===== src/rtl/adc_pkg.sv =====
// Shared definitions for the LTC2308-style ADC scanner:
// config-word bit positions, config-word builder and FSM state encoding.
package adc_pkg;

   localparam int CFG_W = 6;

   localparam int SD  = 5;
   localparam int OS  = 4;
   localparam int S1  = 3;
   localparam int S0  = 2;
   localparam int UNI = 1;
   localparam int SLP = 0;

   typedef enum logic [1:0] {
      IDLE,
      CONV,
      XFER,
      LATCH
   } state_e;

   // Single-ended select: OS carries ch[0], S1/S0 carry ch[2:1].
   function automatic logic [CFG_W-1:0] cfg_word(
      input logic [2:0] ch,
      input logic       uni
   );
      logic [CFG_W-1:0] w;
      w      = '0;
      w[SD]  = 1'b1;
      w[OS]  = ch[0];
      w[S1]  = ch[2];
      w[S0]  = ch[1];
      w[UNI] = uni;
      w[SLP] = 1'b0;
      return w;
   endfunction

endpackage


===== src/rtl/spi_sck_gen.sv =====
// SPI clock generator: divides clk into SCK with one-cycle edge ticks.
// Ports: clk, reset_n, en_i (run), sck_o, rise_tick_o, fall_tick_o.
module spi_sck_gen #(
   parameter int SCK_HALF = 250
) (
   input  logic clk,
   input  logic reset_n,
   input  logic en_i,
   output logic sck_o,
   output logic rise_tick_o,
   output logic fall_tick_o
);

   localparam int CW = $clog2(SCK_HALF);

   logic [CW-1:0] cnt_q, cnt_d;
   logic          sck_q, sck_d;
   logic          wrap;

   // Ticks coincide with the clk edge on which sck_q toggles.
   assign wrap        = en_i && (cnt_q == CW'(SCK_HALF - 1));
   assign rise_tick_o = wrap && !sck_q;
   assign fall_tick_o = wrap && sck_q;
   assign sck_o       = sck_q;

   always_comb begin
      cnt_d = cnt_q;
      sck_d = sck_q;
      if (!en_i) begin
         cnt_d = '0;
         sck_d = 1'b0;
      end else if (wrap) begin
         cnt_d = '0;
         sck_d = !sck_q;
      end else begin
         cnt_d = cnt_q + 1'b1;
      end
   end

   always_ff @(posedge clk or negedge reset_n) begin
      if (!reset_n) begin
         cnt_q <= '0;
         sck_q <= 1'b0;
      end else begin
         cnt_q <= cnt_d;
         sck_q <= sck_d;
      end
   end

endmodule


===== src/rtl/adc_spi_scanner.sv =====
// Round-robin SPI scanner for an 8-channel SAR ADC (CONVST/SCK/SDI/SDO).
// Ports: start/continuous/unipolar control, ADC pins, per-sample strobe
// (sample_valid/ch/data), per-channel data_flat, busy and scan_done.
module adc_spi_scanner
   import adc_pkg::*;
#(
   parameter int NUM_CH      = 4,
   parameter int DATA_W      = 12,
   parameter int SCK_HALF    = 250,
   parameter int CONV_CYCLES = 80
) (
   input  logic                     clk,
   input  logic                     reset_n,
   input  logic                     start,
   input  logic                     continuous,
   input  logic                     unipolar,
   output logic                     busy,
   output logic                     adc_convst,
   output logic                     adc_sck,
   output logic                     adc_sdi,
   input  logic                     adc_sdo,
   output logic                     sample_valid,
   output logic [2:0]               sample_ch,
   output logic [DATA_W-1:0]        sample_data,
   output logic [NUM_CH*DATA_W-1:0] data_flat,
   output logic                     scan_done
);

   localparam int CC_W = (CONV_CYCLES > 1) ? $clog2(CONV_CYCLES) : 1;
   localparam int BC_W = $clog2(DATA_W + 1);

   state_e                    state_q, state_d;
   logic                      prime_q, prime_d;
   logic [2:0]                cfg_ch_q, cfg_ch_d;
   logic [2:0]                rd_ch_q, rd_ch_d;
   logic [CC_W-1:0]           conv_q, conv_d;
   logic [BC_W-1:0]           bit_q, bit_d;
   logic [CFG_W-1:0]          cfg_q, cfg_d;
   logic                      sdi_q, sdi_d;
   logic [DATA_W-1:0]         rx_q, rx_d;
   logic [DATA_W-1:0]         sdata_q, sdata_d;
   logic [2:0]                sch_q, sch_d;
   logic                      sv_q, sv_d;
   logic                      done_q, done_d;
   logic [NUM_CH*DATA_W-1:0]  flat_q, flat_d;

   logic                      sck;
   logic                      rise;
   logic                      fall;
   logic [CFG_W-1:0]          cfg_new;
   logic [2:0]                ch_next;

   spi_sck_gen #(
      .SCK_HALF (SCK_HALF)
   ) u_sck (
      .clk         (clk),
      .reset_n     (reset_n),
      .en_i        (state_q == XFER),
      .sck_o       (sck),
      .rise_tick_o (rise),
      .fall_tick_o (fall)
   );

   assign cfg_new = cfg_word(cfg_ch_q, unipolar);
   assign ch_next = (cfg_ch_q == 3'(NUM_CH - 1)) ? 3'd0
                                                 : cfg_ch_q + 3'd1;

   always_comb begin
      state_d  = state_q;
      prime_d  = prime_q;
      cfg_ch_d = cfg_ch_q;
      rd_ch_d  = rd_ch_q;
      conv_d   = conv_q;
      bit_d    = bit_q;
      cfg_d    = cfg_q;
      sdi_d    = sdi_q;
      rx_d     = rx_q;
      sdata_d  = sdata_q;
      sch_d    = sch_q;
      flat_d   = flat_q;
      sv_d     = 1'b0;
      done_d   = 1'b0;

      unique case (state_q)
         IDLE: begin
            if (start) begin
               prime_d  = 1'b1;
               cfg_ch_d = 3'd0;
               rd_ch_d  = 3'd0;
               conv_d   = '0;
               state_d  = CONV;
            end
         end
         CONV: begin
            if (conv_q == CC_W'(CONV_CYCLES - 1)) begin
               // Config MSB goes out on XFER entry; rest via shifter.
               sdi_d   = cfg_new[SD];
               cfg_d   = {cfg_new[CFG_W-2:0], 1'b0};
               bit_d   = '0;
               rx_d    = '0;
               state_d = XFER;
            end else begin
               conv_d = conv_q + 1'b1;
            end
         end
         XFER: begin
            if (rise) begin
               rx_d  = {rx_q[DATA_W-2:0], adc_sdo};
               bit_d = bit_q + 1'b1;
            end
            if (fall) begin
               if (bit_q == BC_W'(DATA_W)) begin
                  sdi_d   = 1'b0;
                  state_d = LATCH;
                  if (!prime_q) begin
                     sv_d    = 1'b1;
                     done_d  = (rd_ch_q == 3'(NUM_CH - 1));
                     sch_d   = rd_ch_q;
                     sdata_d = rx_q;
                     for (int i = 0; i < NUM_CH; i++) begin
                        if (rd_ch_q == 3'(i)) begin
                           flat_d[i*DATA_W +: DATA_W] = rx_q;
                        end
                     end
                  end
               end else begin
                  sdi_d = cfg_q[SD];
                  cfg_d = {cfg_q[CFG_W-2:0], 1'b0};
               end
            end
         end
         LATCH: begin
            prime_d  = 1'b0;
            rd_ch_d  = cfg_ch_q;
            cfg_ch_d = ch_next;
            conv_d   = '0;
            if (done_q && !continuous) begin
               state_d = IDLE;
            end else begin
               state_d = CONV;
            end
         end
         default: begin
            state_d = IDLE;
         end
      endcase
   end

   always_ff @(posedge clk or negedge reset_n) begin
      if (!reset_n) begin
         state_q  <= IDLE;
         prime_q  <= 1'b0;
         cfg_ch_q <= 3'd0;
         rd_ch_q  <= 3'd0;
         conv_q   <= '0;
         bit_q    <= '0;
         cfg_q    <= '0;
         sdi_q    <= 1'b0;
         rx_q     <= '0;
         sdata_q  <= '0;
         sch_q    <= 3'd0;
         sv_q     <= 1'b0;
         done_q   <= 1'b0;
         flat_q   <= '0;
      end else begin
         state_q  <= state_d;
         prime_q  <= prime_d;
         cfg_ch_q <= cfg_ch_d;
         rd_ch_q  <= rd_ch_d;
         conv_q   <= conv_d;
         bit_q    <= bit_d;
         cfg_q    <= cfg_d;
         sdi_q    <= sdi_d;
         rx_q     <= rx_d;
         sdata_q  <= sdata_d;
         sch_q    <= sch_d;
         sv_q     <= sv_d;
         done_q   <= done_d;
         flat_q   <= flat_d;
      end
   end

   assign busy         = (state_q != IDLE);
   assign adc_convst   = (state_q == CONV);
   assign adc_sck      = sck;
   assign adc_sdi      = sdi_q;
   assign sample_valid = sv_q;
   assign sample_ch    = sch_q;
   assign sample_data  = sdata_q;
   assign data_flat    = flat_q;
   assign scan_done    = done_q;

endmodule


===== config.mk =====
export PLATFORM = sky130hd
export DESIGN_NAME = adc_spi_scanner
export DESIGN_NICKNAME = d
export VERILOG_FILES = /design/src/rtl/adc_pkg.sv /design/src/rtl/spi_sck_gen.sv /design/src/rtl/adc_spi_scanner.sv
export SDC_FILE = /design/constraint.sdc
export NUM_CORES = 1
export LEC_CHECK = 0
export ABC_AREA = 0
export CORE_ASPECT_RATIO = 1.1
export CORE_UTILIZATION = 35
export DETAILED_ROUTE_END_ITERATION = 10
export GPL_TIMING_DRIVEN = 0
export PLACE_DENSITY_LB_ADDON = 0.2
export SETUP_SLACK_MARGIN = 0.15
export SKIP_LAST_GASP = 1
export SYNTH_ARGS = -nofsm -noshare
export SYNTH_HDL_FRONTEND = slang
export SYNTH_SLANG_ARGS = --single-unit

===== constraint.sdc =====
create_clock -name clk -period 3 [get_ports clk]
set_clock_uncertainty 0.15 [all_clocks]
set_input_delay 0.6 -clock clk [delete_from_list [all_inputs] [get_ports clk]]
set_output_delay 0.6 -clock clk [all_outputs]
set_load 0.01 [all_outputs]

==> impl_metrics.tcl, run 1 <==
set metrics [dict create \
    reg2reg_to "data_flat[17]" \
    syn-num-nets 389 \
    rsz0062_at_grt "no" \
    drc 0 \
    drtIter0Drc 160 \
    grt_pass1_vias 3195 \
    wl_um 10200 \
    pre_cts_slack_ns 0.314 \
    grt_usage 0.156 \
    synth.distinct_cells 52 \
    worst-path-max-fanout 10 \
    setup.worst_path.end "data_flat[17]" \
    holdWs_ns 0.0878 \
    syn_inst 371 \
    reg2reg_depth 7 \
    leakagePower_uw 0.00283 \
    rows 44 \
    cts_buffers 9 \
    grt_pass1_wl_um 17200 \
    ir_drop_mv 0.219 \
    crit_path_end_kind "register" \
    layout_setup_ws_ns 0.364 \
    die-area_sq_mm 0.0144 \
    use_met3 0.0354 \
    post-route-period-util 0.879 \
    grt.met1_usage 0.219 \
    path_cells "inv_1 -> ha_1 -> and3b_1 -> nand4_4 -> nor4b_4 -> buf_6 -> mux2_2" \
    max_freq_ghz 0.379 \
    ys_warn_count 0 \
    post_cts_buffers 0 \
    gp_congestion 0.795 \
    syn_avg_cell_area_sq_um 13.1 \
    clkLatencyLatePin_ns 0.36 \
    cts-root-buf "clkbuf_16" \
    startpoint "state_q[0]" \
    status "finished, final reports clean" \
    synth_edf_count 0 \
    tightest_slew_ns 0.728 \
    numClockSinks 111 \
    design_power_total_uw 2760 \
    synth.most_common_cell "dfrtp_1" \
    grt.busiest_layer "met2" \
    async_flop_share 1.00 \
    critical_path.max_stage_delay_ns 0.41 \
    vias 3276 \
    netlist_area_sq_mm 0.00486 \
    hpwlAfterDp_um 7080 \
    drv_slew 0 \
    ys_ff_latch 111 \
    fin_tns_setup_ns 0 \
    synth_top_cell_area_share 0.572 \
    synth.area.top_cells "dfrtp_1 57%, mux2_2 15%, a22o_1 3.2%, ha_1 3.1%, nand3_1 1.4%" \
    die_w_um 114 \
    numPortBuffers 74 \
    reg2reg_slack_ns 0.36 \
    critical_path_class "reg2reg" \
    nets 476 \
    cts_tree "done" \
    cts.repair.resized 0 \
    grt_start_max_net_pins 70 \
    ys_seq_area_frac 0.572 \
    use_met2 0.236 \
    clock_path_buffers 2 \
    cap_violations 0 \
    worst-endpoint-required_ns 3.09 \
    r2r-start "state_q[0]" \
    crit_slowest_cell "dfrtp_1" \
    hold_path_class "in2async" \
    coreArea_sq_mm 0.0134 \
    area_delta_synth_final_pct 27.0 \
    antenna_found_initial 0 \
    p_per_area_mw_per_mm2 448 \
    hold_buffers 0 \
    cp-start-kind "register" \
    viasPerCell 5.06 \
    num_antenna_cells 0 \
    synth_ff_type "dfrtp_1" \
    fin_crit_ns 2.64 \
    clk_pin_slew_ns 0.07 \
    die_y_um 126 \
    synth_commonest_cells "111 x dfrtp_1, 66 x mux2_2, 18 x a22o_1" \
    cp_data_arrival_time_ns 2.73 \
    hold_viol 0 \
    ant_nets 0 \
    io-pin-count 75 \
    drive_gt1_frac 0.218 \
    dr.pass1.iters 4 \
    wl_per_cell_um 15.8 \
    cts_max_level 3 \
    max_slew_margin 0.514 \
    grt_overflow 0 \
    start_util 0.363 \
    finalSetupViolCount 0 \
    yosysTopAreaCell "dfrtp_1" \
]
## layer usage
layer	part of all wire	vias up
li1	-	1543
met5	0	-
met4	0.018	0
met2	0.47	81
met1	0.47	1641
met3	0.046	11
## stage by stage
| step | instance area, sq um | util | std cells |
|---|---|---|---|
| final | 6170 | 0.461 | 647 |
| after global routing | 6170 | 0.461 | 647 |
| after CTS | 6160 | 0.461 | 646 |
| after detailed placement | 5850 | 0.438 | 630 |
| after global placement | 5830 | 0.436 | 629 |
| after floorplan | 4860 | - | 371 |
## worst max-delay path: cells and delay by family (launching register included)
family | cells | cell delay (ns)
buffers and inverters | 2 | 0.39
DFF | 1 | 0.41
adders and majority gates | 1 | 0.31
muxes | 1 | 0.34
and+or+nand+nor | 3 | 0.90
## registers in the layout, indices dropped and copies added, names as in the netlist
name	flops
state_q	2
rx_q	12
cfg_ch_q	3
cfg_q	4
sample_ch	3
adc_sdi	1
bit_q	4
sample_valid	1
scan_done	1
sample_data	12
conv_q	7
prime_q	1
data_flat	48
u_sck.sck_o	1
rd_ch_q	3
u_sck.cnt_q	8
## power by group
part	switching, uW	leakage (uW)	internal [uW]	total, uW
Clock	567	0.000144	658	1220
Combinational	30.3	0.00118	10.2	40.5
Sequential	0.681	0.00151	1500	1500
Total	598	0.00283	2160	2760
## layout make-up
type,count,area [sq um]
fillers,1246,7210
flip-flops and latches,111,2780
multi-input cells,235,1960
repair buffers,76,773
well taps,184,230
clock buffers,9,225
clock inverters,7,82.6
plain buffers,11,70.1
inverters,14,52.6
## placed cells by master, fill, tap and decap left out, types with 2 or more instances in the layout
master and n:
clkbuf_16 9, mux2i_1 2, nand2b_1 3, a22o_1 18, and3_1 4, mux2_2 66
o211ai_1 2, clkdlybuf4s50_1 73, nor2_1 14, and3b_1 2, nor2b_1 6, or3_1 2
buf_4 5, nor4b_4 2, xor2_1 4, clkinv_4 3, clkbuf_1 4, clkinvlp_4 2
o21ai_1 2, nand2_1 12, dfrtp_1 111, buf_6 2, nand4_1 3, nor4_1 6
a21oi_1 13, o311a_1 3, buf_2 2, ha_1 12, nand3_1 14, o211a_1 2
o21ai_0 14, o21ai_2 2, inv_1 14, and2_1 5
## cell families (layout without fill, tap and decap cells)
kind of cell | after synthesis | in the layout | share of synthesized area
AOI/OAI and AO/OA | 68 | 68 | 0.100
muxes | 68 | 68 | 0.157
buffers and inverters | 25 | 117 | 0.0252
xor gates and xnor gates | 5 | 5 | 0.00902
DFF | 111 | 111 | 0.572
adders and majority gates | 12 | 12 | 0.0309
and+or+nand+nor | 82 | 82 | 0.106
## how the worst min path moves through the flow
stage          slack (ns)  depth (start not counted)              to           start
2_1_floorplan        0.15                          0         adc_sdi         reset_n
3_3_place_gp         0.34                          1       conv_q[0]       conv_q[0]
3_5_place_dp         0.34                          1  sample_data[0]  sample_data[0]
4_1_cts              0.09                          1   data_flat[27]         reset_n
5_1_grt              0.13                          1  sample_data[5]         reset_n
6_report             0.09                          1    data_flat[1]         reset_n
(Power assumes the default switching activity.)
==> run 2: changes to the inputs <==
--- a/config.mk
+++ b/config.mk
@@ -7,6 +7,7 @@
 export LEC_CHECK = 0
 export ABC_AREA = 0
 export CORE_ASPECT_RATIO = 1.1
+export CORE_MARGIN = 2
 export CORE_UTILIZATION = 35
 export DETAILED_ROUTE_END_ITERATION = 10
 export GPL_TIMING_DRIVEN = 0
==> impl_metrics.tcl, run 2 (synthesis results as in run 1) <==
set metrics [dict create \
    crit_path_end_kind "register" \
    comb_power_share 0.015 \
    cts_tree "done" \
    hold_path_class "in2async" \
    die_w_um 116 \
    drive_gt1_frac 0.218 \
    path_delay_family "simple AND/OR/NAND/NOR gates" \
    design_power_total_uw 2760 \
    most-common-layout-cells "111 x dfrtp_1, 73 x clkdlybuf4s50_1, 66 x mux2_2, 18 x a22o_1" \
    final_util 0.451 \
    antenna_found_initial 0 \
    p_sw_frac 0.215 \
    leakagePower_uw 0.00283 \
    numClockSinks 111 \
    wl_um 10200 \
    grt_overflow 0 \
    clock_power_share 0.442 \
    cp.depth 7 \
    status "finished, final reports clean" \
    drtIter0Drc 242 \
    place_area_sq_mm 0.00586 \
    max_slew_margin 0.505 \
    max_freq_ghz 0.373 \
    die_y_um 128 \
    ant_nets 0 \
    cap_violations 0 \
    reg2reg_depth 7 \
    worstPathBufferInverterCount 2 \
    drv_slew 0 \
    worst-path-max-fanout 10 \
    hpwlAfterDp_um 7190 \
    coreArea_sq_mm 0.0137 \
    grt_start_max_net_pins 58 \
    critical_path_class "reg2reg" \
    rsz0062_at_grt "no" \
    stdcell_count 651 \
    rows 45 \
    fin_crit_ns 2.68 \
    drc 0 \
    p_per_area_mw_per_mm2 446 \
    vias 3278 \
    cts_buffers 9 \
    dr.pass1.iters 4 \
    ir_drop_mv 0.190 \
    final_common_cell "dfrtp_1" \
    p_sw_uw 593 \
    tightest_slew_ns 0.742 \
    critical_path.max_stage_delay_ns 0.41 \
    clk_pin_slew_ns 0.07 \
    fin_tns_setup_ns 0 \
    die-area_sq_mm 0.0148 \
    placed_cells 634 \
    gp_congestion 0.785 \
    grt_pass1_wl_um 16800 \
    start_util 0.355 \
    clock_path_buffers 2 \
    cp-start-kind "register" \
    worst-endpoint-required_ns 3.09 \
    numPortBuffers 74 \
    cts-root-buf "clkbuf_16" \
    nets 476 \
    wl_per_cell_um 15.6 \
    final_area_sq_mm 0.00618 \
    path_cells "inv_1 -> ha_1 -> and3b_1 -> nand4_4 -> nor4b_4 -> buf_6 -> mux2_2" \
    viasPerCell 5.04 \
    num_antenna_cells 0 \
    crit_slowest_cell "nor4b_4" \
    area_delta_synth_final_pct 27.2 \
    p_int_uw 2160 \
    cp_data_arrival_time_ns 2.77 \
    cts_max_level 3 \
    grt_usage 0.145 \
    post-route-period-util 0.894 \
    grt_pass1_vias 3262 \
    fillCellCount 1276 \
    io-pin-count 75 \
    hold_viol 0 \
    finalSetupViolCount 0 \
    clkLatencyLatePin_ns 0.35 \
    largest_reg_flops 48 \
    seqPwrFrac 0.543 \
]
## run 2: changes by cell type in the layout (fill, tap and decap cells not counted)
| cell | change |
|---|---|
| inv_6 | +3 |
| clkinv_4 | -2 |
| nor3_4 | +1 |
| nor3_2 | -1 |
| inv_8 | -1 |
## run 2: worst paths after layout
| kind | endpoint | from | slack [ns] |
|---|---|---|---|
| worst max-delay path | data_flat[29] | state_q[0] | 0.32 |
| max in group asynchronous | u_sck.cnt_q[1] | reset_n | 1.81 |
| worst min-delay path | data_flat[15] | reset_n | 0.17 |
| worst max register to register | data_flat[29] | state_q[0] | 0.32 |
| min in group clk | data_flat[39] | data_flat[39] | 0.36 |
| worst min register to register | data_flat[39] | data_flat[39] | 0.36 |
## run 2: metal layers
| metal | GRT usage | wire length, um | vias to the layer above |
|---|---|---|---|
| li1 | - | - | 1540 |
| met5 | 0 | 0 | - |
| met3 | 0.0266 | 418 | 10 |
| met1 | 0.200 | 4830 | 1640 |
| met4 | 0.0497 | 146 | 0 |
| met2 | 0.228 | 4770 | 88 |
## run 2: through the flow
stage,hold WS (ns),setup WS [ns]
5_1_grt,0.245,0.154
6_report,0.172,0.318
4_1_cts,0.194,0.278
3_5_place_dp,0.345,0.295
2_1_floorplan,0.154,0.691
3_3_place_gp,0.338,-3.10
## run 2: layout make-up
class,count,area [sq um],share of cell area
plain buffers,11,70.1,0.0113
clock buffers,9,225,0.0365
clock inverters,7,80.1,0.0130
inverters,14,52.6,0.00851
multi-input cells,235,1960,0.318
flip-flops and latches,111,2780,0.450
well taps,188,235,0.0381
repair buffers,76,773,0.125
## run 2: timing repair
action | CTS | global route
setup buffers | 0 | 1
resized for setup | 0 | 1
endpoints found under the setup margin | 0 | 11
hold buffers | 0 | 0
## run 2: power by group through the flow
| stage | Clock, uW | Combinational (uW) | Sequential, uW |
|---|---|---|---|
| finish | 1220 | 41.0 | 1500 |
| global route | 1310 | 49.2 | 1500 |
| CTS | 1260 | 44.1 | 1500 |
| detailed placement | 0 | 44.0 | 1530 |
| global placement | 0 | 38.9 | 1530 |
| floorplan | 0 | 1.53 | 1530 |
==> run 3: changes to the inputs <==
--- a/config.mk
+++ b/config.mk
@@ -6,6 +6,7 @@
 export NUM_CORES = 1
 export LEC_CHECK = 0
 export ABC_AREA = 0
+export CAP_MARGIN = 20
 export CORE_ASPECT_RATIO = 1.1
 export CORE_MARGIN = 2
 export CORE_UTILIZATION = 35
@@ -14,6 +15,7 @@
 export PLACE_DENSITY_LB_ADDON = 0.2
 export SETUP_SLACK_MARGIN = 0.15
 export SKIP_LAST_GASP = 1
+export SLEW_MARGIN = 20
 export SYNTH_ARGS = -nofsm -noshare
 export SYNTH_HDL_FRONTEND = slang
 export SYNTH_SLANG_ARGS = --single-unit
==> impl_metrics.tcl, run 3 (synthesis results as in run 1) <==
set metrics [dict create \
    die-area_sq_mm 0.0148 \
    grt_pass1_vias 3319 \
    status "finished, final reports clean" \
    final_common_cell "dfrtp_1" \
    largest_reg_flops 48 \
    most-common-layout-cells "111 x dfrtp_1, 73 x clkdlybuf4s50_1, 66 x mux2_2, 18 x a22o_1" \
    start_util 0.355 \
    clk_pin_slew_ns 0.07 \
    grt_usage 0.145 \
    coreArea_sq_mm 0.0137 \
    rsz0062_at_grt "no" \
    num_antenna_cells 0 \
    holdWs_ns 0.356 \
    ant_nets 0 \
    antenna_found_initial 0 \
    numClockSinks 111 \
    die_w_um 116 \
    drc 0 \
    placed_cells 634 \
    stdcell_count 651 \
    cp_data_arrival_time_ns 2.73 \
    fin_tns_setup_ns 0 \
    cp-start-kind "register" \
    critical_path_class "reg2reg" \
    path_cells "inv_1 -> ha_1 -> and3b_1 -> nand4_4 -> nor4b_4 -> buf_6 -> mux2_2" \
    p_sw_uw 566 \
    path_delay_family "simple AND/OR/NAND/NOR gates" \
    cts.repair.resized 0 \
    ir_drop_mv 0.203 \
    grt_overflow 0 \
    hold_path_class "reg2reg" \
    clock_path_buffers 2 \
    io-pin-count 75 \
    hold_viol 0 \
    cts_tree "done" \
    p_sw_frac 0.202 \
    fin_crit_ns 2.65 \
    max_slew_margin 0.522 \
    numPortBuffers 74 \
    dr.pass1.iters 4 \
    viasPerCell 5.02 \
    worst-endpoint-required_ns 3.08 \
    wl_per_cell_um 15.8 \
    rows 45 \
    cts_buffers 9 \
    drv_slew 0 \
    final_util 0.453 \
    area_delta_synth_final_pct 27.5 \
    grt_pass1_wl_um 16700 \
    crit_slowest_cell "dfrtp_1" \
    grt_start_max_net_pins 81 \
    post-route-period-util 0.883 \
    cap_violations 0 \
    worst-path-max-fanout 10 \
    vias 3271 \
    critical_path.max_stage_delay_ns 0.40 \
    clock_power_share 0.451 \
    clkLatencyLatePin_ns 0.35 \
    design_power_total_uw 2800 \
    seqPwrFrac 0.534 \
    tightest_slew_ns 0.716 \
    cts_max_level 3 \
    fillCellCount 1280 \
    nets 477 \
    wl_um 10300 \
    p_per_area_mw_per_mm2 453 \
    die_y_um 128 \
    leakagePower_uw 0.00284 \
    cts-root-buf "clkbuf_16" \
    drtIter0Drc 170 \
    hpwlAfterDp_um 7200 \
    comb_power_share 0.015 \
    worstPathBufferInverterCount 2 \
    p_int_uw 2240 \
    finalSetupViolCount 0 \
    gp_congestion 0.785 \
    crit_path_end_kind "register" \
    max_freq_ghz 0.377 \
    drive_gt1_frac 0.214 \
]
run 3: timing repair:
action                                  in CTS  in global routing
endpoints found under the hold margin       31                  0
hold buffers                                 1                  0
buffers inserted                             0                  1
endpoints found under the setup margin       0                  1
run 3: power groups by stage:
| stage | Clock, uW | Combinational (uW) | Sequential (uW) |
|---|---|---|---|
| after floorplan | 0 | 1.53 | 1530 |
| after global placement | 0 | 38.9 | 1530 |
| after detailed placement | 0 | 44.1 | 1530 |
| after CTS | 1300 | 45.5 | 1500 |
| after global routing | 1360 | 49.7 | 1500 |
| final | 1260 | 42.8 | 1500 |
run 3: worst paths after layout:
check,start,to,slack [ns],depth (start not counted)
worst max-delay path,state_q[0],data_flat[21],0.35,7
worst min-delay path,data_flat[39],data_flat[39],0.36,1
worst max register to register,state_q[0],data_flat[21],0.35,7
worst min register to register,data_flat[39],data_flat[39],0.36,1
max in group asynchronous,reset_n,u_sck.cnt_q[1],1.47,3
min in group asynchronous,reset_n,data_flat[15],0.55,2
run 3: cell type report:
class	instances	area, sq um	area share
clock inverter	5	83.8	0.0135
sequential	111	2780	0.449
inverter	14	52.6	0.00849
buffer	11	70.1	0.0113
clock buffer	10	229	0.0370
timing repair buffer	77	787	0.127
tap	188	235	0.0380
multi-input combinational	235	1960	0.316
run 3: stage by stage:
stage	instance area, sq um	setup slack, ns
after CTS	6180	0.296
after global placement	5830	-3.10
after floorplan	4860	0.691
after global routing	6190	0.159
after detailed placement	5860	0.317
final	6190	0.350
run 3: per-layer routing:
| metal | GRT usage | part of all wire | wire length, um |
|---|---|---|---|
| met3 | 0.0275 | 0.036 | 371 |
| met4 | 0.0588 | 0.019 | 196 |
| met5 | 0 | 0 | 0 |
| met1 | 0.192 | 0.47 | 4840 |
| met2 | 0.234 | 0.47 | 4850 |
